[src/rtl/four_bit_comparator.sv]
// ---------------------------------------------------------------------------
// four_bit_comparator
//   Registered unsigned magnitude comparator for two WIDTH-bit operands.
//   Produces one-hot greater/equal/less flags one clock after an accepted
//   operand pair. The flags hold their last value while in_valid is low.
//
// Optional feature (compile-time macro FOUR_BIT_COMPARATOR_DIFF_EN):
//   When defined, adds output diff carrying the registered |a-b|.
//   It has the same latency and hold behaviour as the flags.
//
// Parameters:
//   WIDTH      operand width in bits (1..32), default 4
//
// Ports:
//   clk        system clock, rising edge
//   rst        synchronous, active-high reset
//   in_valid   a/b are sampled on this edge when high
//   a, b       unsigned operands
//   k          registered flag, a >  b
//   l          registered flag, a == b
//   m          registered flag, a <  b
//   out_valid  high for one cycle after each accepted pair
//   diff       registered |a-b| (only with FOUR_BIT_COMPARATOR_DIFF_EN)
// ---------------------------------------------------------------------------
module four_bit_comparator #(
    parameter int unsigned WIDTH = 4
) (
    input  logic             clk,
    input  logic             rst,
    input  logic             in_valid,
    input  logic [WIDTH-1:0] a,
    input  logic [WIDTH-1:0] b,
    output logic             k,
    output logic             l,
    output logic             m,
`ifdef FOUR_BIT_COMPARATOR_DIFF_EN
    output logic [WIDTH-1:0] diff,
`endif
    output logic             out_valid
);

    // MSB-first magnitude compare: the first differing bit from the top
    // decides the ordering; if no bit differs the operands are equal.
    logic gt_c;
    logic lt_c;
    logic eq_c;

    always_comb begin
        gt_c = 1'b0;
        lt_c = 1'b0;
        for (int i = int'(WIDTH) - 1; i >= 0; i--) begin
            if (!gt_c && !lt_c && (a[i] != b[i])) begin
                gt_c = a[i];
                lt_c = b[i];
            end
        end
        eq_c = !gt_c && !lt_c;
    end

`ifdef FOUR_BIT_COMPARATOR_DIFF_EN
    // Absolute difference; subtract the smaller from the larger so the
    // result never wraps.
    logic [WIDTH-1:0] diff_c;

    always_comb begin
        diff_c = '0;
        if (gt_c) begin
            diff_c = a - b;
        end else if (lt_c) begin
            diff_c = b - a;
        end
    end
`endif

    // Result registers: reset wins over in_valid; flags hold when idle.
    always_ff @(posedge clk) begin
        if (rst) begin
            k         <= 1'b0;
            l         <= 1'b0;
            m         <= 1'b0;
            out_valid <= 1'b0;
`ifdef FOUR_BIT_COMPARATOR_DIFF_EN
            diff      <= '0;
`endif
        end else begin
            out_valid <= in_valid;
            if (in_valid) begin
                k <= gt_c;
                l <= eq_c;
                m <= lt_c;
`ifdef FOUR_BIT_COMPARATOR_DIFF_EN
                diff <= diff_c;
`endif
            end
        end
    end

endmodule

[config.mk]
export PLATFORM = sky130hd
export DESIGN_NAME = four_bit_comparator
export DESIGN_NICKNAME = d
export VERILOG_FILES = /design/src/rtl/four_bit_comparator.sv
export SDC_FILE = /design/constraint.sdc
export NUM_CORES = 1
export LEC_CHECK = 0
export CORE_AREA = 4 4 41 43
export CTS_BUF_LIST = sky130_fd_sc_hd__clkbuf_8
export DETAILED_ROUTE_END_ITERATION = 12
export DIE_AREA = 0 0 45 47
export DONT_BUFFER_PORTS = 1
export GPL_ROUTABILITY_DRIVEN = 0
export PLACE_DENSITY = 0.32
export SYNTH_ARGS = -nofsm -noshare
export SYNTH_HDL_FRONTEND = slang
export SYNTH_SLANG_ARGS = --single-unit
[constraint.sdc]
create_clock -name clk -period 2.3 [get_ports clk]
set_input_delay 0.46 -clock clk [delete_from_list [all_inputs] [get_ports clk]]
set_output_delay 0.46 -clock clk [all_outputs]
set_load 0.02 [all_outputs]
**Word-level counts from Yosys, hierarchy flattened**

Cells that the tools add are included.

- Register bits after elaboration: 4
- Output and inout bits: 4

- Eq/ne operators: 4
- Multiplexer cells: 8
- Reduce and logical (&&, ||, !) cells: 15

Operator list:

| kind | count |
|---|---|
| 1-bit logical NOT | 8 |
| 1-bit 2-to-1 mux | 8 |
| 1-bit logical AND | 7 |
| 1-bit != test | 4 |

**Longest topological paths before layout**

- Depth after elaboration: 16
- Mapped depth: 6

**Worst setup path before layout**

No wires, ideal clock.

- Path kind: in2reg
- Start: in a[3]
- End: reg k
- Data arrival time: 1.465 ns
- Required time: 2.179 ns
- Path slack: 0.714 ns
- Stages on the path: 6
- Path buffers: 0
- Cell sequence: inv_1 -> ha_1 -> and4bb_2 -> nor4_1 -> a311o_1 -> a31oi_1

- Cells in the longest elaborated chain, start to end: 14
- Elaborated cells on any way between the ends: 20

Ends and longest elaborated chain:

| element | RTL line | source |
|---|---|---|
| start, declared | 31 | `input logic [WIDTH-1:0] a,` |
| 1-bit != test | 52 | `if (!gt_c && !lt_c && (a[i] != b[i])) begin` |
| 1-bit 2-to-1 mux | 52 |  |
| 1-bit logical NOT | 52 |  |
| 1-bit logical AND (2 in a row) | 52 |  |
| 1-bit 2-to-1 mux | 52 |  |
| 1-bit logical NOT | 52 |  |
| 1-bit logical AND (2 in a row) | 52 |  |
| 1-bit 2-to-1 mux | 52 |  |
| 1-bit logical NOT | 52 |  |
| 1-bit logical AND (2 in a row) | 52 |  |
| 1-bit 2-to-1 mux * | 52 |  |
| end signal, assigned | 88 | `k <= gt_c;` |
| end, declared | 33 | `output logic k,` |

Mark *: on every way between the ends. The rest lies on a longest branch, timed or not.
A chain may end at the register's enable or synchronous reset.

**Worst setup path after layout**

Ends and elaborated chain as after synthesis.

==> impl_metrics.ini <==
[routing]
drt_pass1_iterations = 4
route.met3.wl_um = 89
avgRoutedWirePerCell_um = 13.1
ant_nets = 0
drt-total-wl_um = 670
vias = 255
highest_layer = met3
dr_wl_met2_um = 319
via_per_inst = 5.00
drtIter0Drc = 2
drc_errors = 0
drt-met1-wl_um = 261

[yosys]
avgSynthCellArea_um2 = 8.57
synth_cell_type_count = 18
synth_cells = 33
yosysSeqAreaShare_pct = 28.3
synth_fp_nets = 46
yosys_warnings = 0
synth-compound-area-share_pct = 16.4
synth.mux.area_fraction_pct = 0
synth_top_family_by_area = simple AND/OR/NAND/NOR gates
ys_ff_latch = 4
synthesis.area_um2 = 283
synthSimpleGateAreaFrac_pct = 40.7
synth-xor-area-share_pct = 3.10
yosys.area_share.adder_pct = 8.85

[finish]
diodes = 0
multiInputGateArea_um2 = 195
area_growth_pct = 21.2
regArea_um2 = 80.1
drive_gt1_share_pct = 13.9
nFillCells = 151
nets = 51
final_core_util_pct = 26.3

[sta]
drv_slew = 0
hold_violations = 0
tns_ps = 0
worst_slew_pin_slew_ps = 487
whs_ps = 322
finClkSkew_ps = 0
fin_crit_sh_pct = 67.1
setup_viol = 0
fmax_mhz = 648
max_slew_margin_pct = 67.2
finalCriticalPeriod_ps = 1540
rsz0062_at_grt = false

[pwr]
p_leak_uw = 0.000138
power.density_nw_per_um2 = 759
peakVddDrop_mv = 0.263

[clocking]
post_cts_buffers = 0
hold_buffers = 0
cts_buffers = 3
cts_resized = 0
worst_skew_pair.late_latency_ps = 210
ctsRootBufferMaster = clkbuf_8
cts_tree = yes
numClockSinks = 4
htree_levels = 1
cts_buffer_depth = 2
clkTransAtPathRegs_ps = 30

[floorplan]
dieArea_um2 = 2120
core_area_um2 = 1300
die_h_um = 47
die_w_um = 45
start_util_pct = 21.7
ios = 15
num_rows = 13

[worst_setup_path]
crit_arrival_ps = 1640
slowest_stage = nor4_1
crit_chain = inv_1 -> ha_1 -> and4bb_2 -> nor4_1 -> a311o_1 -> a31oi_1
crit_fanout = 4
cp-startpoint = a[3]
cpPeakStageDelay_ps = 430
startpoint_type = input port
crit_required_ps = 2400
r2r_start = k
critPathKind = in -> reg
cp-end-kind = flip-flop

[grt]
grt_pass1_wl_mm = 1.04
grt_max_degree = 9
grt_pass1_vias = 276
globalRouteTotalUtil_pct = 6.95
globalRouteOverflowTotal = 0
antenna_found_initial = 0

[min_path]
hold_class = in -> reg
hold_start = rst

[placed_design]
port_buffers = 0

[flow_run]
max_cap_viol_count = 0

[outcome]
status = finished clean
-- worst paths after layout --
path              end  slack [ps]  cells past startpoint
setup / recovery    k         760                      6
hold / removal      m         320                      1
setup reg to reg    k        1350                      3
hold reg to reg     m         590                      2
-- metrics by stage --
stage / total power (uW) / cells / cell area (um2) / setup slack (ps)
after global placement: 117 / 48 / 302 / 546
after floorplan: 111 / 33 / 283 / 714
after global routing: 273 / 51 / 343 / 628
after detailed placement: 117 / 48 / 302 / 521
after CTS: 266 / 51 / 343 / 735
final: 260 / 51 / 343 / 757
-- worst max-delay path: cells and delay by family --
family,cells,cell delay (ps)
AO/OA/AOI/OAI,2,280
AND/OR/NAND/NOR,2,670
adder cells (fa/ha/maj),1,200
buffers and inverters,1,30
-- synthesized netlist by cell type --
| library cell | count | area [um2] |
|---|---|---|
| a2111o_1 | 1 | 11.3 |
| nor4_1 | 2 | 12.5 |
| nor2_1 | 4 | 15.0 |
| nor4bb_1 | 1 | 10.0 |
| nand2_1 | 2 | 7.51 |
| nor2b_1 | 1 | 6.26 |
| a31oi_1 | 1 | 6.26 |
| nor4b_1 | 2 | 17.5 |
| dfxtp_1 | 4 | 80.1 |
| nor3b_1 | 2 | 15.0 |
| a31o_2 | 1 | 8.76 |
| and4bb_2 | 1 | 12.5 |
| a21oi_1 | 2 | 10.0 |
| ha_1 | 2 | 25.0 |
| a311o_1 | 1 | 10.0 |
| inv_1 | 2 | 7.51 |
| xor2_1 | 1 | 8.76 |
| nand2b_1 | 3 | 18.8 |
-- layer usage --
metal,global-route usage (%),up-vias
li1,-,130
met1,5.68,113
met2,11.9,12
met3,5.75,0
met4,3.51,0
met5,0,-
-- layout make-up --
class	instances	share of cell area (%)
Multi-Input combinational cell	27	56.9
Inverter	2	2.19
Tap cell	15	5.47
Sequential cell	4	23.4
Clock buffer	3	12.0
-- placed cells by master, fill, tap and decap left out, types with 2 or more instances in the layout --
| cell type | n |
|---|---|
| clkbuf_8 | 3 |
| nand2_1 | 2 |
| inv_1 | 2 |
| nor4_1 | 2 |
| ha_1 | 2 |
| nor3b_1 | 2 |
| a21oi_1 | 2 |
| nand2b_1 | 3 |
| nor2_1 | 4 |
| dfxtp_1 | 4 |
| nor4b_1 | 2 |
-- state kept, by name, summed over array words and instances (netlist names) --
name,count
k,1
m,1
l,1
out_valid,1
-- power by group --
part	switching, uW	leakage (uW)	internal, uW	total (uW)
clock	33.9	0.0000216	111	145
combinational	14.4	0.0000836	16.8	31.2
sequential	8.75	0.0000331	74.9	83.7
-- cell families (layout without fill, tap and decap cells) --
family,count (synthesis),count (layout)
xor gates and xnor gates,1,1
buffers and inverters,2,5
AOI/OAI and AO/OA,6,6
and+or+nand+nor,18,18
DFF,4,4
adders and majority gates,2,2
Note: power is estimated with default switching activity, not from simulation.
